### src/rtl/ysyx_22040088_fetch_queue.sv
`default_nettype none
// ============================================================================
// Module   : ysyx_22040088_fetch_queue
// Purpose  : Instruction fetch front end. It issues sequential fetch requests
//            under a credit limit and buffers in-order responses in a small
//            queue for decode. Redirects flush the queue and discard stale
//            responses. Delivering an ebreak to decode halts fetch.
// Revision : 1.0 - initial release
// ============================================================================
module ysyx_22040088_fetch_queue #(
  parameter int                XLEN     = 64,
  parameter int                ILEN     = 32,
  parameter int                DEPTH    = 4,
  parameter logic [XLEN-1:0]   RESET_PC = 64'h8000_0000
) (
  input  logic            clk,
  input  logic            rst,
  input  logic            redirect_valid,
  input  logic [XLEN-1:0] redirect_pc,
  output logic            imem_req_valid,
  input  logic            imem_req_ready,
  output logic [XLEN-1:0] imem_req_addr,
  input  logic            imem_resp_valid,
  input  logic [ILEN-1:0] imem_resp_data,
  output logic            out_valid,
  input  logic            out_ready,
  output logic [XLEN-1:0] out_pc,
  output logic [ILEN-1:0] out_inst,
  output logic            halt
);

  localparam int              PW      = $clog2(DEPTH);
  localparam int              CW      = PW + 1;
  localparam logic [CW:0]     DEPTH_C = (CW+1)'(DEPTH);
  localparam logic [ILEN-1:0] EBREAK  = ILEN'(32'h0010_0073);

  typedef enum logic [1:0] {
    ST_RUN   = 2'd0,
    ST_DRAIN = 2'd1,
    ST_HALT  = 2'd2
  } state_t;

  state_t          state_q;
  logic [XLEN-1:0] fetch_pc_q,  fetch_pc_d;
  logic [CW-1:0]   count_q,     count_d;
  logic [CW-1:0]   inflight_q,  inflight_d;
  logic [CW-1:0]   drop_cnt_q,  drop_cnt_d;
  logic [PW-1:0]   q_wr_ptr_q,  q_wr_ptr_d;
  logic [PW-1:0]   q_rd_ptr_q,  q_rd_ptr_d;
  logic [PW-1:0]   pf_wr_ptr_q, pf_wr_ptr_d;
  logic [PW-1:0]   pf_rd_ptr_q, pf_rd_ptr_d;

  // Storage arrays: contents are don't-care until written, so no reset.
  logic [XLEN-1:0] q_pc_mem   [DEPTH];
  logic [ILEN-1:0] q_inst_mem [DEPTH];
  logic [XLEN-1:0] pf_pc_mem  [DEPTH];

  logic req_fire;
  logic resp_fire;
  logic resp_keep;
  logic out_fire;
  logic ebreak_fire;

  // Handshakes and output views; request credit counts queued plus in-flight.
  always_comb begin
    halt           = (state_q == ST_HALT);
    imem_req_valid = rst && !halt && !redirect_valid &&
                     (({1'b0, count_q} + {1'b0, inflight_q}) < DEPTH_C);
    imem_req_addr  = fetch_pc_q;
    out_valid      = !halt && (count_q != '0);
    out_pc         = q_pc_mem[q_rd_ptr_q];
    out_inst       = q_inst_mem[q_rd_ptr_q];
    req_fire       = imem_req_valid && imem_req_ready;
    resp_fire      = imem_resp_valid;
    out_fire       = out_valid && out_ready;
    // A response is stored only if it is not stale and no flush happens now.
    resp_keep      = resp_fire && (drop_cnt_q == '0) && !redirect_valid;
    ebreak_fire    = out_fire && (out_inst == EBREAK);
  end

  // Next-state computation for pointers, counters and the fetch PC.
  always_comb begin
    fetch_pc_d  = fetch_pc_q;
    count_d     = count_q;
    inflight_d  = inflight_q;
    drop_cnt_d  = drop_cnt_q;
    q_wr_ptr_d  = q_wr_ptr_q;
    q_rd_ptr_d  = q_rd_ptr_q;
    pf_wr_ptr_d = pf_wr_ptr_q;
    pf_rd_ptr_d = pf_rd_ptr_q;
    if (redirect_valid) begin
      // Flush wins; every request still outstanding becomes a stale response.
      fetch_pc_d  = redirect_pc;
      count_d     = '0;
      q_wr_ptr_d  = '0;
      q_rd_ptr_d  = '0;
      pf_wr_ptr_d = '0;
      pf_rd_ptr_d = '0;
      inflight_d  = inflight_q - CW'(resp_fire);
      drop_cnt_d  = inflight_q - CW'(resp_fire);
    end else begin
      if (req_fire) begin
        fetch_pc_d  = fetch_pc_q + XLEN'(4);
        pf_wr_ptr_d = pf_wr_ptr_q + PW'(1);
      end
      if (resp_fire) begin
        if (drop_cnt_q != '0) begin
          drop_cnt_d = drop_cnt_q - CW'(1);
        end else begin
          q_wr_ptr_d  = q_wr_ptr_q + PW'(1);
          pf_rd_ptr_d = pf_rd_ptr_q + PW'(1);
        end
      end
      if (out_fire) begin
        q_rd_ptr_d = q_rd_ptr_q + PW'(1);
      end
      count_d    = count_q + CW'(resp_keep) - CW'(out_fire);
      inflight_d = inflight_q + CW'(req_fire) - CW'(resp_fire);
    end
  end

  // Control registers with asynchronous active-low reset.
  always_ff @(posedge clk or negedge rst) begin
    if (!rst) begin
      fetch_pc_q  <= RESET_PC;
      count_q     <= '0;
      inflight_q  <= '0;
      drop_cnt_q  <= '0;
      q_wr_ptr_q  <= '0;
      q_rd_ptr_q  <= '0;
      pf_wr_ptr_q <= '0;
      pf_rd_ptr_q <= '0;
    end else begin
      fetch_pc_q  <= fetch_pc_d;
      count_q     <= count_d;
      inflight_q  <= inflight_d;
      drop_cnt_q  <= drop_cnt_d;
      q_wr_ptr_q  <= q_wr_ptr_d;
      q_rd_ptr_q  <= q_rd_ptr_d;
      pf_wr_ptr_q <= pf_wr_ptr_d;
      pf_rd_ptr_q <= pf_rd_ptr_d;
    end
  end

  // Fetch-mode FSM; HALT is sticky until reset, even across redirects.
  always_ff @(posedge clk or negedge rst) begin
    if (!rst) begin
      state_q <= ST_RUN;
    end else begin
      case (state_q)
        ST_RUN: begin
          if (ebreak_fire)             state_q <= ST_HALT;
          else if (drop_cnt_d != '0)   state_q <= ST_DRAIN;
        end
        ST_DRAIN: begin
          if (ebreak_fire)             state_q <= ST_HALT;
          else if (drop_cnt_d == '0)   state_q <= ST_RUN;
        end
        default: state_q <= ST_HALT;
      endcase
    end
  end

  // Data storage: PC of each issued request, then {pc, inst} of kept responses.
  always_ff @(posedge clk) begin
    if (req_fire) begin
      pf_pc_mem[pf_wr_ptr_q] <= fetch_pc_q;
    end
    if (resp_keep) begin
      q_pc_mem[q_wr_ptr_q]   <= pf_pc_mem[pf_rd_ptr_q];
      q_inst_mem[q_wr_ptr_q] <= imem_resp_data;
    end
  end

endmodule
`default_nettype wire

### config.mk
export PLATFORM = sky130hd
export DESIGN_NAME = ysyx_22040088_fetch_queue
export DESIGN_NICKNAME = d
export VERILOG_FILES = /design/src/rtl/ysyx_22040088_fetch_queue.sv
export SDC_FILE = /design/constraint.sdc
export NUM_CORES = 1
export LEC_CHECK = 0
export BUFFER_PORTS_ARGS = -buffer_cell sky130_fd_sc_hd__buf_2
export CORE_AREA = 3 3 288 205
export CTS_BUF_LIST = sky130_fd_sc_hd__clkbuf_4
export DETAILED_ROUTE_END_ITERATION = 10
export DIE_AREA = 0 0 291 208
export PLACE_DENSITY = 0.68
export SYNTH_ARGS = -nofsm -noshare
export SYNTH_HDL_FRONTEND = slang
export SYNTH_SLANG_ARGS = --single-unit
### constraint.sdc
create_clock -name clk -period 4.75 [get_ports clk]
set_input_delay 0.2375 -clock clk [delete_from_list [all_inputs] [get_ports clk]]
set_output_delay 0.2375 -clock clk [all_outputs]
set_load 0.02 [all_outputs]
Word-level counts from Yosys, hierarchy flattened
Memory sizes are Yosys's and may differ from the RTL's. Index checks and enable logic that the tools add are counted.

Add/sub/neg operators: 12. Reductions and logical operators: 22. Muxes and demuxes: 26. Eq/ne operators: 6. Order comparisons: 1.

Operator list (number): 64-bit two-way mux (2); 64-bit by 3-bit adder with 64-bit output, second input constant (1); 32-bit by 21-bit equality test with 1-bit output, second input constant (1); 2-bit two-way mux (14); 3-bit two-way mux (5); 1-bit logical AND (9); 3-bit nonzero test (3); 3-bit by 1-bit subtractor with 3-bit output (3); 2-bit by 1-bit adder with 2-bit output, second input constant (4); 3-bit by 1-bit adder with 3-bit output (2); 3-bit logical NOT (2); 3-bit != test, second input constant (2); 2-bit nonzero test (3); 3-bit by 3-bit adder with 4-bit output (1); 4-bit by 3-bit less-than comparator with 1-bit output, second input constant (1); 1-bit two-way mux (4); 2-bit one-hot mux with 2 select lines (1); 2-bit AND reduction (2); 3-bit by 1-bit subtractor with 3-bit output, second input constant (1); 2-bit by 1-bit equality test with 1-bit output, second input constant (1); 2-bit equality test, second input constant (1); 1-bit logical NOT (2); 2-bit logical NOT (1); 2-bit != test, second input constant (1).

Output and inout port bits: 163. Input port bits: 102. Memories: 3. Bits in registers: 83. Word-level logic and storage cells: 79. Bits in writable memories: 640.

Memories: pf_pc_mem (words 4, width 64, rd ports 1, clocked after Yosys merged registers in 0, wr ports 1, line 56) `logic [XLEN-1:0] pf_pc_mem [DEPTH];`; q_pc_mem (words 4, width 64, rd ports 1, clocked after Yosys merged registers in 0, wr ports 1, line 54) `logic [XLEN-1:0] q_pc_mem [DEPTH];`; q_inst_mem (words 4, width 32, rd ports 1, clocked after Yosys merged registers in 0, wr ports 1, line 55) `logic [ILEN-1:0] q_inst_mem [DEPTH];`.

Longest topological paths before layout
Gate-level depths: netlist of run 1.

Depth in word-level cells: 9. Mapped depth: 14. Gate-level depth less buffers: 13.

Worst setup path after synthesis of run 1
Ideal clock, no wire load.

Path type: register to register. From: reg drop_cnt_q[0]. To: mem q_inst_mem[0][0], enable pin. Cell stages (with the launch flop): 6. Clock period less this slack: 3.758 ns. Library setup time: 0.466 ns. Required time: 4.284 ns. Arrival time: 3.292 ns. Path buffers: 0. Slack: 0.992 ns. Cells stage by stage: dfrtp_1 > inv_1 > ha_1 > nand3b_1 > nor2_1 > and2_1.

Cells in the longest elaborated chain, start to end: 5.

Ends and longest elaborated chain: from (decl) (line 47) `logic [CW-1:0] drop_cnt_q, drop_cnt_d;`; from (signal assigned) (line 137) `drop_cnt_q <= drop_cnt_d;`; 3-bit logical NOT (line 77) `resp_keep = resp_fire && (drop_cnt_q == '0) && !redirect_valid;`; 1-bit logical AND (2 in a row) (line 77); 1-bit two-way mux (line 169) `if (resp_keep) begin`; 1-bit two-way mux (not written as such) (line 171) `q_inst_mem[q_wr_ptr_q] <= imem_resp_data;`; to (decl) (line 55).

Every way passes these cells.

Worst setup path in the final report of run 1
From: reg q_rd_ptr_q[0]. To: out out_pc[63].

Cells in the longest elaborated chain, start to end: 1.

Ends and longest elaborated chain: from (decl) (line 49) `logic [PW-1:0] q_rd_ptr_q, q_rd_ptr_d;`; from (signal assigned) (line 139) `q_rd_ptr_q <= q_rd_ptr_d;`; memory read 4 x 64 bit; to (decl) (line 27) `output logic [XLEN-1:0] out_pc,`.

Every way passes these cells.

==> summary.md, run 1 <==
| Metric | Value |
|---|---|
| Status | `finished clean` |
| Max clock buf depth | `3` |
| Final setup TNS | `0 ns` |
| Fin. Hold Viols | `0` |
| Crit path kind | `flop to primary output` |
| Port bufs | `264` |
| Net Count, Synth | `1540` |
| Vias per cell | `5.75` |
| Sequential share of the synthesized area | `0.758` |
| Multi-input logic area | `6450 sq um` |
| Die footprint | `60500 sq um` |
| Crit path launch type | `flop` |
| RePlAce Congestion | `0.818` |
| GRT Total Usage | `0.231` |
| DRC | `0` |
| Storage element area | `21300 sq um` |
| Net Sw Frac | `0.236` |
| Mux cell area share after synthesis | `0.131` |
| Synth Area per Inst | `19.8 sq um` |
| Worst-skew pair later-pin latency | `0.90 ns` |
| Placeable Area | `56500 sq um` |
| Max Clk Rate | `0.279 GHz` |
| Cell count after synthesis | `1417` |
| Worst rel slew slack | `0.188` |
| Clock Skew | `0.0762 ns` |
| Int Pwr | `0.0102 W` |
| Hold Crit Class | `input port to flop` |
| Routed WL | `68900 um` |
| Worst-path clk slew | `0.07 ns` |
| EDFF count, synth | `640` |
| Power, Total | `0.0134 W` |
| Die X | `291 um` |
| PwrDens | `396 nW/um^2` |
| Yosys warns | `0` |
| CP Buf/Inv Count | `2` |
| Async SR Flop Fraction | `0.115` |
| Max FO, Critical Path | `36` |
| CTS Buf Count | `171` |
| Setup crit end kind | `primary output` |
| # IOs | `265` |
| Layout area overhead | `20.6%` |
| Clk sink count | `723` |
| Post-synth top flop | `edfxtp_1` |
| First-pass GRT wire length | `104000 um` |
| Mapped Area | `28100 sq um` |
| Period utilization | `0.755` |
| Drt first pass iters | `7` |
| Top cell type's share of synthesized area | `0.684` |
| Most numerous cell in the Yosys netlist | `edfxtp_1` |
| Slew Limit Fails | `0` |
| Row count | `73` |
| Largest net degree at the start of global routing | `68` |
| Required time of the worst setup path | `4.51 ns` |
| Cell family with most CP delay | `buffers and inverters` |
| CP Data Arrival Time | `3.35 ns` |
| Most frequent cells after synthesis | `edfxtp_1 (640), mux4_2 (160), nand2_1 (84)` |
| Antenna Nets Post-Route | `0` |
| Fillcell total | `4254` |
| Post-synthesis adder-cell area fraction | `0.00989` |
| CTS tree | `yes` |
| Hold Worst Slack | `0.121 ns` |
| Max stage delay cell, worst path | `dfrtp_4` |
| Gr ovfl total | `0` |
| Combinational fraction of design power | `0.078` |
| Complex-gate fraction of the synthesized area | `0.0309` |
| Root Driver | `clkbuf_4` |
| Worst VDD drop | `0.199 mV` |
| Wire length per cell | `24.4 um` |
| Net switching power | `0.00316 W` |
| Number of max-cap violations | `0` |
| Synth area leaders | `edfxtp_1 (68%), mux4_2 (13%), dfrtp_1 (7.3%)` |
| Synth Area in XOR/XNOR | `0.00686` |
| Netlist cell types | `63` |
| Fraction of layout instances using a drive strength above 1 | `0.361` |
| Largest family of logic cells by synthesized area | `multiplexers` |
| DRT iter0 DRCs | `1667` |
| Antenna violations before repair | `2` |
| Worst Tran Pin Value | `1.22 ns` |
| Initial Util | `0.497` |
| CP peak stage delay | `0.86 ns` |
| Clk pwr share | `0.371` |
| Post-synthesis simple-gate area fraction | `0.0500` |
| Synth Register Bits | `723` |
| DR vias | `16200` |
| Crit-path cells | `buf_4, mux4_2, buf_2` |
| Die H | `208 um` |
| CTS H-tree lvls | `4` |
| Number of global-route vias before repair | `16600` |
| Count of final setup violators | `0` |
| RSZ-0062 raised after global routing | `no` |
| Largest area contributor in the netlist | `edfxtp_1` |
| Pleak | `11.7 nW` |
| Period minus WS final | `3.59 ns` |
| Final #Nets | `2064` |
| DP Wirelength | `41000 um` |
| Register share of total power | `0.551` |
==> power by group through the flow <==
stage	sequential, W	clock [W]	combinational, W
after global routing	0.00741	0.00546	0.00113
after detailed placement	0.00752	0	0.000956
final	0.00738	0.00497	0.00104
after global placement	0.00750	0	0.000934
after CTS	0.00738	0.00511	0.00105
after floorplan	0.00745	0	0.000578
==> placed cells by master (no fill, tap or decap), types with 7 or more instances in the layout <==
master         netlist  routed
a31oi_1             10      10
buf_4                1      14
o21ai_0             38      38
clkbuf_4             0     270
xor2_1              11      11
mux4_2             160     160
a21oi_1              7       7
xnor2_1             11      11
o311ai_0             8       8
dlygate4sd3_1        0     133
dfrtp_1             82      78
and3_1              21      17
ha_1                19      19
nor3_1              15      15
a221o_1             11      11
edfxtp_1           640     640
o211ai_1            24      24
nand3_1             35      35
nor2_1              28      26
or3_1               10      10
inv_1               30      30
buf_2               10     262
nor4_1               8       8
clkinv_1             1      24
nand4_1             25      25
nand2_1             84      84
and2_1              11       7
==> per-stage QoR <==
stage / utilization / setup slack [ns] / cell area (sq um) / instances
3_3_place_gp: 0.536 / 1.54 / 30300 / 2384
2_1_floorplan: - / 0.992 / 28100 / 1417
5_1_grt: 0.599 / 0.842 / 33900 / 2824
4_1_cts: 0.599 / 0.942 / 33900 / 2822
3_5_place_dp: 0.536 / 1.55 / 30300 / 2384
6_report: 0.599 / 1.16 / 33900 / 2824
==> what timing repair did <==
action / CTS / global route
endpoints found under the hold margin: 291 / 0
resized for setup: 0 / 0
setup buffers: 0 / 0
endpoints found under the setup margin: 0 / 0
hold buffers: 134 / 0
==> flip-flops by register name, summed over array words and instances, names as in the netlist <==
name           cells
pf_pc_mem        256
q_pc_mem         256
q_inst_mem       128
imem_req_addr     64
count_q            3
drop_cnt_q         3
inflight_q         3
pf_rd_ptr_q        2
pf_wr_ptr_q        2
q_rd_ptr_q         2
q_wr_ptr_q         2
state_q            2
==> kinds of logic after synthesis <==
kind of cell / Yosys count
DFF: 723
and+or+nand+nor: 266
muxes: 166
AOI/OAI and AO/OA: 125
buffers and inverters: 94
xor gates and xnor gates: 22
adders and majority gates: 21
==> cell type report <==
cell class | count | share of cell area
multi-input cells | 600 | 0.190
flip-flops and latches | 723 | 0.629
well taps | 750 | 0.0277
diodes | 2 | 0.000148
repair buffers | 414 | 0.0841
clock inverters | 34 | 0.00517
inverters | 31 | 0.00344
clock buffers | 270 | 0.0598
==> worst paths after layout <==
check / from / to / slack (ns) / cells past startpoint
setup / recovery: q_rd_ptr_q[0] / out_pc[63] / 1.16 / 3
hold / removal: imem_resp_data[16] / q_inst_mem[2][16] / 0.12 / 2
setup reg to reg: imem_req_addr[11] / imem_req_addr[26] / 1.22 / 7
hold reg to reg: state_q[1] / state_q[1] / 0.48 / 2
max in group asynchronous: rst / q_rd_ptr_q[0] / 3.35 / 4
min in group asynchronous: rst / imem_req_addr[15] / 0.46 / 4
==> layer usage <==
layer  part of all wire  up-vias  global-route usage  wire length (um)
li1                   -     7005                   -                 -
met1               0.42     8416               0.332             29000
met2               0.47      721               0.353             32500
met3              0.092       87              0.0654              6310
met4              0.015        2              0.0560              1030
met5            0.00019        -                   0                13
Power figures use the tool's default switching activity.
==> run 2, diff against run 1 <==
==> constraint.sdc (replaced) <==
create_clock -name clk -period 3.4 [get_ports clk]
set_input_delay 0.17 -clock clk [delete_from_list [all_inputs] [get_ports clk]]
set_output_delay 0.17 -clock clk [all_outputs]
set_load 0.02 [all_outputs]
==> run 2 against run 1 <==
Power grew 40%. Register-to-register slack worse by 1.1 ns. Sequential cell count unchanged.
==> summary.md, run 2 (synthesis gave the netlist of run 1 again) <==
| Metric | Value |
|---|---|
| Status | `finished clean` |
| Antenna violations before repair | `4 (+2)` |
| GRT Total Usage | `0.229 (-0.00128)` |
| # IOs | `265 (unchanged)` |
| Hold Crit Class | `input port to flop` |
| Int Pwr | `0.0143 W (+40%)` |
| Placeable Area | `56500 sq um (unchanged)` |
| R2r setup slk | `0.13 ns (-1.09 ns)` |
| DP Wirelength | `43000 um (+4.8%)` |
| Wire length per cell | `23.9 um (-2.0%)` |
| Final #Nets | `2128 (+3.1%)` |
| Count of final setup violators | `0 (unchanged)` |
| DP Cell Count | `2416 (+1.3%)` |
| Period utilization | `0.963` |
| Max clock buf depth | `3 (unchanged)` |
| RSZ-0062 raised after global routing | `no` |
| Fillcell total | `4149 (-2.5%)` |
| Max FO, Critical Path | `16 (-56%)` |
| Crit-path cells | `nand4_1, or4_4, nor4_4, buf_4, nand4_1, a21o_1, a221o_1, dlygate4sd3_1` |
| Port bufs | `264 (unchanged)` |
| Clk pwr share | `0.371 (about the same)` |
| Max stage delay cell, worst path | `or4_4` |
| Fin cells | `2880 (+2.0%)` |
| Worst VDD drop | `0.264 mV (+33%)` |
| Die footprint | `60500 sq um (unchanged)` |
| Fraction of layout instances using a drive strength above 1 | `0.359 (-0.00263)` |
| Crit path kind | `flop to flop` |
| CTS H-tree lvls | `4 (unchanged)` |
| DRC | `0 (unchanged)` |
| Routed WL | `68800 um (about the same)` |
| Largest regs | `pf_pc_mem: 256 flops, q_pc_mem: 256 flops, q_inst_mem: 128 flops` |
| Number of global-route vias before repair | `16600 (-0.19%)` |
| Final setup TNS | `0 ns (unchanged)` |
| Layout area overhead | `23.0%` |
| Worst-skew pair later-pin latency | `0.89 ns (about the same)` |
| RePlAce Congestion | `0.803 (-1.8%)` |
| Drt first pass iters | `5 (-2)` |
| DRT iter0 DRCs | `1478 (-11%)` |
| Worst-path clk slew | `0.07 ns (about the same)` |
| Initial Util | `0.497 (unchanged)` |
| Required time of the worst setup path | `4.14 ns (-0.37 ns)` |
| Net Sw Frac | `0.237 (+0.00158)` |
| Vias per cell | `5.65 (-1.8%)` |
| Die X | `291 um (unchanged)` |
| Post CTS Setup Buffer Count | `0 (unchanged)` |
| Number of max-cap violations | `0 (unchanged)` |
| Period minus WS final | `3.27 ns` |
| First-pass GRT wire length | `104000 um (-0.34%)` |
| Net switching power | `0.00446 W (+41%)` |
| Max Clk Rate | `0.306 GHz` |
| Clk sink count | `723 (unchanged)` |
| Row count | `73 (unchanged)` |
| Antenna Nets Post-Route | `0 (unchanged)` |
| Largest net degree at the start of global routing | `62 (-8.8%)` |
| Register share of total power | `0.545 (-0.006)` |
| Root Driver | `clkbuf_4` |
| Most frequent cells in the layout | `edfxtp_1 (640), buf_2 (262), clkbuf_4 (250), dlygate4sd3_1 (164), mux4_2 (160)` |
| Die H | `208 um (unchanged)` |
| Fin. Hold Viols | `0 (unchanged)` |
| Crit path launch type | `flop` |
| CP peak stage delay | `0.65 ns (-0.21 ns)` |
| Setup crit end kind | `flop` |
| Cell mode on critical path | `nand4_1` |
| CTS Buf Count | `173 (+1.2%)` |
| Clock Skew | `0.0493 ns (-0.0270 ns)` |
| PwrDens | `544 nW/um^2 (+38%)` |
| CTS tree | `yes` |
| Commonest non-fill, non-tap cell in the layout | `edfxtp_1` |
| CP Data Arrival Time | `4.02 ns (+0.67 ns)` |
| Worst rel slew slack | `0.458 (+0.269)` |
| Combinational fraction of design power | `0.084 (+0.006)` |
| Gr ovfl total | `0 (unchanged)` |
| CP Buf/Inv Count | `2 (unchanged)` |
| DR vias | `16300 (+0.18%)` |
| Worst Tran Pin Value | `0.814 ns (-0.404 ns)` |
| Pleak | `12.0 nW (+2.6%)` |
| Slew Limit Fails | `0 (unchanged)` |
| Cell family with most CP delay | `simple AND/OR/NAND/NOR gates` |
[run 2: worst register-to-register path: stages, from the launching register on]
cell and delay [ns]:
dfrtp_2 0.45, nand4_1 0.20, or4_4 0.65, nor4_4 0.28, buf_4 0.28, nand4_1 0.16, a21o_1 0.22, a221o_1 0.31
dlygate4sd3_1 0.59
[run 2: area by class of cell]
cell class / instances / area, sq um / area share
inverter: 31 / 116 / 0.00337
clock buffer: 250 / 1880 / 0.0543
tap: 750 / 938 / 0.0272
multi-input combinational: 600 / 6450 / 0.187
clock inverter: 49 / 308 / 0.00891
antenna: 1 / 2.50 / 0.0000724
sequential: 723 / 21300 / 0.617
timing repair buffer: 476 / 3550 / 0.103
[run 2: stage by stage]
stage	hold WS [ns]	util	area (sq um)	setup WS, ns	power (W)
after global routing	0.00198	0.611	34600	0.0000142	0.0197
after detailed placement	0.303	0.543	30700	0.570	0.0119
after floorplan	-0.126	-	28100	0.0825	0.0112
after CTS	0.000585	0.611	34500	0.0518	0.0190
after global placement	0.306	0.543	30700	0.532	0.0118
final	0.0774	0.611	34600	0.127	0.0188
[run 2: metal layers]
layer,routed length [um],global-route usage,part of all wire,vias up
met1,28300,0.319,0.41,8345
li1,-,-,-,7108
met4,1480,0.0705,0.021,2
met3,6190,0.0706,0.090,111
met2,32800,0.352,0.48,695
met5,7,0,0.00010,-
[run 2: path summary, 6_finish.rpt]
kind | cells after the start | start | to
setup reg to reg | 8 | imem_req_addr[12] | imem_req_addr[24]
hold / removal | 4 | redirect_pc[28] | imem_req_addr[28]
hold reg to reg | 2 | state_q[1] | state_q[1]
max in group asynchronous | 5 | rst | pf_rd_ptr_q[1]
min in group asynchronous | 4 | rst | imem_req_addr[2]
setup / recovery | 8 | imem_req_addr[12] | imem_req_addr[24]
[run 2: what timing repair did]
action | in CTS | in global routing
gates resized for setup | 3 | 10
hold endpoints to repair | 391 | 0
hold buffers | 164 | 0
setup endpoints to repair | 48 | 25
[run 2: power by group through the flow]
stage          combinational [W]  clock (W)  sequential, W
6_report                 0.00157    0.00699         0.0102
5_1_grt                  0.00171    0.00767         0.0103
4_1_cts                  0.00160    0.00718         0.0102
3_5_place_dp             0.00143          0         0.0104
3_3_place_gp             0.00139          0         0.0104
2_1_floorplan           0.000807          0         0.0104
